$ cat config.mk
export PLATFORM = sky130hd
export DESIGN_NAME = alu_issue_stage
export DESIGN_NICKNAME = d
export VERILOG_FILES = /design/src/rtl/alu_pkg.sv /design/src/rtl/alu_req_fifo.sv /design/src/rtl/alu_issue_stage.sv
export SDC_FILE = /design/constraint.sdc
export NUM_CORES = 1
export LEC_CHECK = 0
export CAP_MARGIN = 20
export CORE_MARGIN = 1
export CORE_UTILIZATION = 44
export CTS_CLUSTER_DIAMETER = 60
export DETAILED_ROUTE_END_ITERATION = 7
export PLACE_DENSITY_LB_ADDON = 0.2
export SYNTH_ARGS = -nofsm -noshare
export SYNTH_HDL_FRONTEND = slang
export SYNTH_HIERARCHICAL = 1
export SYNTH_SLANG_ARGS = --single-unit
$ cat constraint.sdc
create_clock -name clk -period 4.24 [get_ports clk]
set_clock_uncertainty 0.2 [all_clocks]
set_input_delay 0.848 -clock clk [delete_from_list [all_inputs] [get_ports clk]]
set_output_delay 0.848 -clock clk [all_outputs]
set_load 0.02 [all_outputs]
$ cat src/rtl/alu_pkg.sv
// Shared types for the add/sub issue stage: op encodings, FSM states, queued request layout.
package alu_pkg;
    localparam int   ALU_W  = 4;
    localparam logic OP_ADD = 1'b0;
    localparam logic OP_SUB = 1'b1;

    typedef enum logic [1:0] {IDLE, EXEC, RESP} state_t;

    typedef struct packed {
        logic [ALU_W-1:0] a;
        logic [ALU_W-1:0] b;
        logic             op;
        logic             acc;
    } req_t;
endpackage

$ cat src/rtl/alu_req_fifo.sv
// Small synchronous request FIFO; pointers carry one extra wrap bit to tell full from empty.
module alu_req_fifo #(
    parameter int DEPTH  = 2,
    parameter int DATA_W = 10
) (
    input  logic              clk,
    input  logic              rst,
    input  logic              push,
    input  logic [DATA_W-1:0] wdata,
    input  logic              pop,
    output logic [DATA_W-1:0] rdata,
    output logic              full,
    output logic              empty
);
    localparam int AW = $clog2(DEPTH);

    logic [DATA_W-1:0] mem [DEPTH];
    logic [AW:0]       wr_ptr;
    logic [AW:0]       rd_ptr;

    assign empty = (wr_ptr == rd_ptr);
    assign full  = (wr_ptr[AW] != rd_ptr[AW]) && (wr_ptr[AW-1:0] == rd_ptr[AW-1:0]);
    assign rdata = mem[rd_ptr[AW-1:0]];

    always_ff @(posedge clk) begin
        if (push && !full)
            mem[wr_ptr[AW-1:0]] <= wdata;
    end

    always_ff @(posedge clk or posedge rst) begin
        if (rst) begin
            wr_ptr <= '0;
            rd_ptr <= '0;
        end else begin
            if (push && !full)
                wr_ptr <= wr_ptr + 1'b1;
            if (pop && !empty)
                rd_ptr <= rd_ptr + 1'b1;
        end
    end
endmodule

$ cat src/rtl/alu_issue_stage.sv
// Issue stage for the sign-magnitude add/sub unit: queues requests, normalises operands so the
// unit only subtracts the smaller magnitude from the larger, captures results and chains via acc.
module alu_issue_stage
    import alu_pkg::*;
#(
    parameter int           W          = ALU_W,
    parameter int           FIFO_DEPTH = 2,
    parameter logic [W-1:0] ACC_RESET  = '0
) (
    input  logic         clk,
    input  logic         rst,
    input  logic         in_valid,
    output logic         in_ready,
    input  logic [W-1:0] in_a,
    input  logic [W-1:0] in_b,
    input  logic         in_op,
    input  logic         in_acc,
    output logic [W-1:0] alu_a,
    output logic [W-1:0] alu_b,
    output logic         alu_o,
    input  logic [W-1:0] alu_out,
    input  logic         alu_avf,
    output logic         res_valid,
    input  logic         res_ready,
    output logic [W-1:0] res_out,
    output logic         res_avf
);
    localparam int REQ_W = $bits(req_t);

    req_t         push_req;
    req_t         head;
    logic         fifo_full;
    logic         fifo_empty;
    logic         fifo_push;
    logic         fifo_pop;
    state_t       state;
    logic [W-1:0] acc;
    logic         eff_add_q;

    // in_ready only looks at registered fullness, so a pop frees a slot one cycle later
    assign in_ready  = !fifo_full;
    assign fifo_push = in_valid && in_ready;
    assign fifo_pop  = !fifo_empty && (state == IDLE || (state == RESP && res_ready));

    always_comb begin
        push_req     = '0;
        push_req.a   = in_a;
        push_req.b   = in_b;
        push_req.op  = in_op;
        push_req.acc = in_acc;
    end

    alu_req_fifo #(.DEPTH(FIFO_DEPTH), .DATA_W(REQ_W)) u_fifo (
        .clk   (clk),
        .rst   (rst),
        .push  (fifo_push),
        .wdata (push_req),
        .pop   (fifo_pop),
        .rdata (head),
        .full  (fifo_full),
        .empty (fifo_empty)
    );

    logic [W-1:0] op_a;
    logic         sa, sb, eff_sub, swap_s;
    logic [W-2:0] ma, mb;
    logic [W-1:0] norm_a, norm_b;

    // Larger magnitude always goes to alu_a; operand signs alone steer the unit to add or subtract
    always_comb begin
        op_a    = head.acc ? acc : head.a;
        sa      = op_a[W-1];
        sb      = head.b[W-1];
        ma      = op_a[W-2:0];
        mb      = head.b[W-2:0];
        eff_sub = (head.op == OP_ADD) ? (sa != sb) : (sa == sb);
        swap_s  = 1'b0;
        norm_a  = {sa, ma};
        norm_b  = {sa, mb};
        if (eff_sub) begin
            if (ma >= mb) begin
                norm_b = {~sa, mb};
            end else begin
                swap_s = head.op ? ~sb : sb;
                norm_a = {swap_s, mb};
                norm_b = {~swap_s, ma};
            end
        end
    end

    logic [W-1:0] cap_out;
    assign cap_out = (alu_out[W-2:0] == '0) ? '0 : alu_out;

    always_ff @(posedge clk or posedge rst) begin
        if (rst) begin
            state     <= IDLE;
            acc       <= ACC_RESET;
            alu_a     <= '0;
            alu_b     <= '0;
            alu_o     <= 1'b0;
            eff_add_q <= 1'b0;
            res_out   <= '0;
            res_avf   <= 1'b0;
            res_valid <= 1'b0;
        end else begin
            case (state)
                IDLE: begin
                    if (fifo_pop) begin
                        alu_a     <= norm_a;
                        alu_b     <= norm_b;
                        alu_o     <= OP_ADD;
                        eff_add_q <= !eff_sub;
                        state     <= EXEC;
                    end
                end
                EXEC: begin
                    res_out   <= cap_out;
                    res_avf   <= eff_add_q && alu_avf;
                    acc       <= cap_out;
                    res_valid <= 1'b1;
                    state     <= RESP;
                end
                RESP: begin
                    if (res_ready) begin
                        res_valid <= 1'b0;
                        if (fifo_pop) begin
                            alu_a     <= norm_a;
                            alu_b     <= norm_b;
                            alu_o     <= OP_ADD;
                            eff_add_q <= !eff_sub;
                            state     <= EXEC;
                        end else begin
                            state <= IDLE;
                        end
                    end
                end
                default: state <= IDLE;
            endcase
        end
    end
endmodule

# --- After elaboration in Yosys (flattened, before gate mapping) ---
# Memory sizes are Yosys's and may differ from the RTL's.
# Cells that the tools add are included.
word_totals:
  out_inout_bits: 16
  inputBits: 19
  ramBits: 20
  mem_count: 1
  elab_cells: 72
  register_bits: 22
memory_table:
  columns: ["memory", "words", "word_bits", "rd", "rd_ports_with_merged_regs", "write_ports", "line_no", "source"]
  rows:
  - ["u_fifo.mem", 2, 10, 1, 0, 1, "alu_req_fifo.sv:17", "logic [DATA_W-1:0] mem [DEPTH];"]
classes:
  n_eq_ne: 9
  n_addsub: 2
  bitwise_logic: 3
  reduce_logical: 18
  n_lt_le_gt_ge: 1
  mux: 28
op_table:
  columns: ["operator", "count"]
  rows:
  - ["$mux W4", 10]
  - ["$pmux W4 S2", 2]
  - ["$mux W1", 10]
  - ["$logic_and A1 B1 Y1", 7]
  - ["$pmux W1 S2", 3]
  - ["$pmux W2 S3", 1]
  - ["$reduce_and A2 Y1", 3]
  - ["$add A2 B1 Y2 const B", 2]
  - ["$mux W2", 2]
  - ["$reduce_bool A2 Y1", 2]
  - ["$ge A3 B3 Y1", 1]
  - ["$logic_not A1 Y1", 3]
  - ["$logic_not A3 Y1", 1]
  - ["$not A1 Y1", 3]
  - ["$eq A1 B1 Y1", 2]
  - ["$eq A2 B1 Y1 const B", 1]
  - ["$eq A2 B2 Y1", 1]
  - ["$eq A2 B2 Y1 const B", 1]
  - ["$logic_not A2 Y1", 1]
  - ["$ne A1 B1 Y1", 2]
  - ["$ne A2 B1 Y1 const B", 1]
  - ["$ne A2 B2 Y1 const B", 1]
  - ["$logic_or A1 B1 Y1", 1]

# --- Logic depth before layout (Yosys ltp) ---
# Gate-level depths: netlist of run 1.
# An unclocked memory read counts as a cell.
depth:
  depth_word: 9
  ltp_mapped: 11
  depth_no_buf: 8

# --- By module ---
# Netlist of run 1, hierarchy kept.
modules_own_cells:
  columns: ["mod", "area_each_um2", "n_inst", "cells_per_inst", "seq_area_each_um2"]
  rows:
  - ["alu_req_fifo", 974.7, 1, 58, 700.7]
  - ["alu_issue_stage", 949.7, 1, 95, 425.4]

# --- Worst setup path after synthesis of run 1 ---
# Ideal clock, no wire load.
synth_path:
  path_type: "reg2reg"
  from: "reg u_fifo.rd_ptr[0]"
  to: "reg alu_b[3]"
  synth_period_minus_slack_ns: 2.620
  n_path_buf: 2
  arrival_ns: 2.299
  stages_incl_launch_ff: 10
  setup_slack_ns: 1.620
  t_required_ns: 3.919
  setup_time_ns: 0.121
  cell_sequence: "dfrtp_1 > buf_2 > buf_2 > mux2_2 > mux2_2 > ha_1 > a21oi_1 > o21a_1 > a21oi_1 > a22o_1"
synth_rtl:
  columns: ["item", "line_no", "source"]
  rows:
  - ["from (decl)", "alu_req_fifo.sv:19", "logic [AW:0] rd_ptr;"]
  - ["from (signal assigned)", "alu_req_fifo.sv:38", "rd_ptr <= rd_ptr + 1'b1;"]
  - ["to (signal assigned)", "alu_issue_stage.sv:110", "alu_b <= norm_b;"]
  - ["to (signal assigned)", "alu_issue_stage.sv:128", "alu_b <= norm_b;"]
  - ["to (decl)", "alu_issue_stage.sv:19", "output logic [W-1:0] alu_b,"]

# --- Worst setup path after layout of run 1 ---
layout_path:
  from: "reg u_fifo.rd_ptr[0]"
  to: "out in_ready"
layout_via:
  elab_chain_cells: 3
layout_rtl:
  columns: ["item", "line_no", "source"]
  rows:
  - ["$eq A1 B1 Y1", "alu_req_fifo.sv:22", "assign full = (wr_ptr[AW] != rd_ptr[AW]) && (wr_ptr[AW-1:0] == rd_ptr[AW-1:0]);"]
  - ["$logic_and A1 B1 Y1", "alu_req_fifo.sv:22", null]
  - ["via fifo_full", "alu_issue_stage.sv:32", "logic fifo_full;"]
  - ["$logic_not A1 Y1", "alu_issue_stage.sv:41", "assign in_ready = !fifo_full;"]
  - ["to (decl)", "alu_issue_stage.sv:13", "output logic in_ready,"]
# The timed path passes the listed nets, and every way through them passes these cells.

==> metrics.txt, run 1 <==
status=finished, final reports clean; die height=68.1 µm; clk_lat worst skew=0.29 ns; Final min period=3.08 ns; Max clock buf depth=2; Net Count, Synth=175; flops & latches, synth=41; Setup TNS=0 ns; register area=1130 µm²; Worst Setup SP=u_fifo/rd_ptr[0]$_DFFE_PP0P_; Final Max Tran Viols=0; Setup violations, final=0; fin nets=209; WL final=3.45 mm; H-tree lvl count=2; DR DRC count=0; worst flop-to-flop path startpoint=u_fifo/rd_ptr[0]$_DFFE_PP0P_; WHS=0.284 ns; hold path cells=2; Slew HR=32.1%; CTS Sinks=41; vias in the first global route=1281; Fill cells=332; post_cts resized=0; Num CTS Buffers=5; Die X-Extent=68.1 µm; Site Rows=23; layout cell share with drive strength beyond 1=16.0%; cells after synthesis=153; Worst Hold Launch=eff_add_q$_DFFE_PP0P_; worst path required time=3.19 ns; Hold-fix buffers, CTS=0; vias=1244; Placer Congestion=0.795; Reg2Reg Depth=7; hpwl dp=2.61 mm; Hold Violations, Final=0; final period utilization=72.5%; Post-Syn Area=1920 µm²; Die Area=4640 µm²; Overall Global Routing Usage=17.6%; Clock Tree Root=clkbuf_8; Routed WL per cell=14.5 µm; antenna viol nets, final=0; wire length of the first global-routing pass=5.78 mm; DR iter-0 viols=103; sequential area share after synthesis=58.5%; CTS tree=done; Starting Density=47.1%; # diodes=0; Hold WC Path Type=register to register; crit-path max FO=18; initial antenna violation count=0; core area=4090 µm²; Syn. warnings=6; crit start category=register; R2R setup slack=1.17 ns; WHS Endpoint=eff_add_q$_DFFE_PP0P_; most common cell after layout, fill and taps aside=clkdlybuf4s50_1; unrepaired setup endpoints after global routing=no; commonest cells after routing, fill and taps aside=33 x clkdlybuf4s50_1, 21 x dfrtp_1, 20 x edfxtp_1, 18 x nand2_1, 16 x mux2_2; IO Port Bufs=33; syn_area_per_cell=12.6 µm²; Worst R2R End=alu_b[3]$_DFFE_PP0P_; Max Clk Rate=325 MHz; Worst-path clk slew=0.08 ns; critical path type=register to primary output; grt ovf=0; DRT Pass-1 Iters=4; Distinct cells, synth=32; max_cap viols=0; Setup Fix Bufs, Post-CTS=0; Syn-to-layout area delta=24.5%; multi-input logic area=729 µm²; # IOs=35; Setup crit end kind=primary output; CP arrival=2.03 ns; largest net degree at the start of global routing=19; final core occ=58.6%; Slew @ Worst Pin=1.02 ns; average vias per placed instance=5.23
Yosys cell counts (all sizes together):
master,n,area [µm²]
mux2i,3,42.5
dfrtp,21,526
o211a,1,10.0
nand2,18,67.6
buf,5,27.5
clkbuf,1,3.75
ha,3,37.5
xor2,3,41.3
o31ai,7,52.6
a21oi,12,60.1
or3,1,6.26
o21ai,14,73.8
and2b,1,7.51
nand2b,3,18.8
a22o,2,17.5
nor2,2,7.51
a211o,1,8.76
o21a,1,7.51
inv,10,37.5
xnor2,3,52.6
edfxtp,20,601
nor2b,3,18.8
mux2,17,195
conb,1,3.75
state kept, by name, indices dropped and copies added, names as in the netlist:
name,count
alu_a,4
u_fifo/wr_ptr,2
alu_b,4
eff_add_q,1
res_avf,1
u_fifo/mem,20
acc,4
res_valid,1
state,2
u_fifo/rd_ptr,2
area by class of cell:
type                            count  share of cell area, %
Clock inverter                      3                   1.72
Tap cell                           50                   2.61
Clock buffer                        5                   2.87
Sequential cell                    41                   47.0
Inverter                           10                   1.57
Multi-Input combinational cell     96                   30.4
Timing Repair Buffer               33                   13.8
cell families after synthesis:
group	count (synthesis)	share of synthesized area, %
adder cells (fa/ha/maj)	3	1.95
flip-flops	41	58.5
other	1	0.195
AO/OA/AOI/OAI	38	12.0
XOR/XNOR	6	4.88
multiplexers	20	12.4
AND/OR/NAND/NOR	28	6.57
buffers and inverters	16	3.58
per-layer routing:
layer / vias up / track usage, % / share of wire [%]
li1: 611 / - / -
met1: 590 / 21.6 / 44
met2: 39 / 29.2 / 50
met3: 4 / 4.33 / 4.6
met4: 0 / 7.55 / 1.0
met5: - / 0 / 0
how the worst max path moves through the flow:
stage	endpoint	depth (start not counted)	slack (ns)
6_report	in_ready	4	1.16
5_1_grt	alu_b[3]$_DFFE_PP0P_	7	0.95
4_1_cts	in_ready	4	1.13
3_5_place_dp	u_fifo/mem[1][2]$_DFFE_PP_	4	1.15
3_3_place_gp	u_fifo/mem[1][2]$_DFFE_PP_	4	1.24
2_1_floorplan	alu_b[3]$_DFFE_PP0P_	9	1.62
per-stage QoR:
stage | std cells | setup WS, ns | instance area (µm²)
floorplan | 153 | 1.62 | 1920
global route | 238 | 0.954 | 2400
finish | 238 | 1.16 | 2400
detailed placement | 230 | 1.15 | 2290
global placement | 230 | 1.24 | 2290
CTS | 238 | 1.13 | 2400
critical path, cell delays in order, from the launching register on:
cell and delay [ns]:
dfrtp_1 0.76, xor2_1 0.26, nor2_1 0.08, inv_1 0.06, clkdlybuf4s50_1 0.59
Power of run 1 is left out: the tool's default activity adds up to more than one toggle a clock period on the data nets, which glitch-free logic cannot reach.
==> run 2: changes to the inputs <==
Clock period 4.24 ns to 2.75 ns, I/O delays scaled along.
==> run 2 against run 1 <==
Against the previous run:
- routed wire length rose by 0.46%
- clock-buffer cell count did not move
- sequential share of layout area fell by 0.24 points
- critical path depth rose by 1
- critical path type unchanged
==> metrics.txt, run 2 (synthesis results as in run 1) <==
final period utilization=96.0%; Site Rows=23 (unchanged); Slew @ Worst Pin=0.676 ns (-0.342 ns); critical path type=register to primary output; fin nets=214 (+2.4%); hpwl dp=2.62 mm (+0.50%); max_cap viols=0 (unchanged); H-tree lvl count=2 (unchanged); Final Max Tran Viols=0 (unchanged); Clock Tree Root=clkbuf_8; final core occ=59.0% (+0.37 points); wire length of the first global-routing pass=5.57 mm (-3.7%); commonest cells after routing, fill and taps aside=33 x clkdlybuf4s50_1, 20 x dfrtp_1, 20 x edfxtp_1, 18 x nand2_1, 16 x mux2_2; Syn-to-layout area delta=25.3%; Max clock buf depth=2 (unchanged); critical path's top delay family=buffers and inverters; slowest CP cell=clkdlybuf4s50_1; vias=1263 (+1.5%); dpl cells=233 (+1.3%); Die Area=4640 µm² (unchanged); most common cell after layout, fill and taps aside=clkdlybuf4s50_1; # diodes=0 (unchanged); DR DRC count=0 (unchanged); DR iter-0 viols=73 (-29%); Setup TNS=0 ns (unchanged); CTS Sinks=41 (unchanged); Leak=0.974 nW; worst path required time=2.00 ns (-1.19 ns); DRT Pass-1 Iters=4 (unchanged); slowest stage delay, CP=0.62 ns (-0.14 ns); pwr dens=1450 nW/µm²; status=finished, final reports clean; antenna viol nets, final=0 (unchanged); Setup violations, final=0 (unchanged); Final min period=2.64 ns; die height=68.1 µm (unchanged); Setup crit end kind=primary output; Worst-path clk slew=0.08 ns (about the same); Routed WL per cell=14.3 µm (-1.6%); Overall Global Routing Usage=17.3% (-0.24 points); Peak VDD IR=0.000630 V; crit path buf inv count=3 (+1); Tot Pwr=0.00349 W; # IOs=35 (unchanged); Starting Density=47.1% (unchanged); Die X-Extent=68.1 µm (unchanged); Hold WC Path Type=input port to async pin; max reg flops=20 (unchanged); non-filler cells in the finished layout=243 (+2.1%); Placer Congestion=0.764 (-3.9%); crit-path max FO=11 (-7); Slew HR=54.9% (+23 points); vias in the first global route=1194 (-6.8%); unrepaired setup endpoints after global routing=no; CP arrival=1.89 ns (-0.14 ns); Num CTS Buffers=5 (unchanged); CP cell instances=buf_4 -> xor2_1 -> nor2_1 -> inv_1 -> clkdlybuf4s50_1; Max Clk Rate=379 MHz; average vias per placed instance=5.20 (-0.56%); grt ovf=0 (unchanged); IO Port Bufs=33 (unchanged); initial antenna violation count=0 (unchanged); WL final=3.46 mm (+0.46%); Hold Violations, Final=0 (unchanged); crit start category=register; clk_lat worst skew=0.29 ns (about the same); layout cell share with drive strength beyond 1=19.2% (+3.2 points); CTS tree=done; core area=4090 µm² (unchanged); largest net degree at the start of global routing=18 (-1)
## run 2: changes by cell type in the layout (fill, tap and decap cells not counted)
cell       previous run  this run
clkinv_1              1         0
bufinv_16             1         0
dfrtp_1              21        20
buf_4                 0         5
clkinv_2              0         2
dfrtp_2               0         1
## run 2: path summary, 6_finish.rpt
| check | end | depth (start not counted) | slack [ns] | from |
|---|---|---|---|---|
| max in group asynchronous | alu_b[1]$_DFFE_PP0P_ | 2 | 1.44 | rst |
| worst min-delay path | u_fifo/rd_ptr[0]$_DFFE_PP0P_ | 2 | 0.27 | rst |
| min in group clk | alu_a[2]$_DFFE_PP0P_ | 2 | 0.29 | alu_a[2]$_DFFE_PP0P_ |
| worst max register to register | alu_b[1]$_DFFE_PP0P_ | 8 | 0.21 | u_fifo/rd_ptr[0]$_DFFE_PP0P_ |
| worst min register to register | alu_a[2]$_DFFE_PP0P_ | 2 | 0.29 | alu_a[2]$_DFFE_PP0P_ |
| worst max-delay path | in_ready | 5 | 0.11 | u_fifo/rd_ptr[0]$_DFFE_PP0P_ |
## run 2: worst register-to-register path, stage by stage, from the launching register on
cell and delay [ns]:
dfrtp_2 0.44, mux2_2 0.32, mux2_2 0.39, ha_1 0.29, a21oi_1 0.20, o21a_1 0.23, buf_4 0.16, a21oi_1 0.07
o21ai_1 0.15
## run 2: cell type report
class	count	area, µm²
timing repair buffer	38	368
clock buffer	5	68.8
fill	337	1680
inverter	10	37.5
sequential	41	1130
clock inverter	3	17.5
multi-input combinational	96	729
tap	50	62.6
## run 2: power breakdown
group / internal (W) / total, W / switching, W / leakage (nW)
Clock: 0.000175 / 0.000384 / 0.000209 / 0.0439
Sequential: 0.000929 / 0.00109 / 0.000158 / 0.437
Combinational: 0.000908 / 0.00202 / 0.00111 / 0.493
## run 2: what timing repair did
action / CTS / global route
buffers inserted: 0 / 2
pin swaps: 0 / 0
endpoints found under the setup margin: 1 / 4
hold buffers: 0 / 0
resized for setup: 1 / 0
## run 2: metrics by stage
stage	hold WS (ns)	setup WS [ns]	instance area, µm²
after floorplan	0.116	0.130	1920
final	0.272	0.109	2410
after detailed placement	0.281	0.0822	2310
after global routing	0.276	0.0338	2410
after CTS	0.271	0.0224	2400
after global placement	0.266	0.198	2310
## run 2: layer usage
metal | up-vias | GRT usage [%] | routed length [µm]
met5 | - | 0 | 0
met4 | 0 | 8.07 | 76
met3 | 9 | 5.17 | 151
met2 | 41 | 28.6 | 1630
met1 | 601 | 20.7 | 1600
li1 | 612 | - | -
Note: power is estimated with default switching activity, not from simulation.
==> run 3: changes to the inputs <==
Settings changed: HOLD_SLACK_MARGIN set to 0.05.
==> results of run 3 <==
No change in the layout: final DEF, timing and power equal those of run 2.
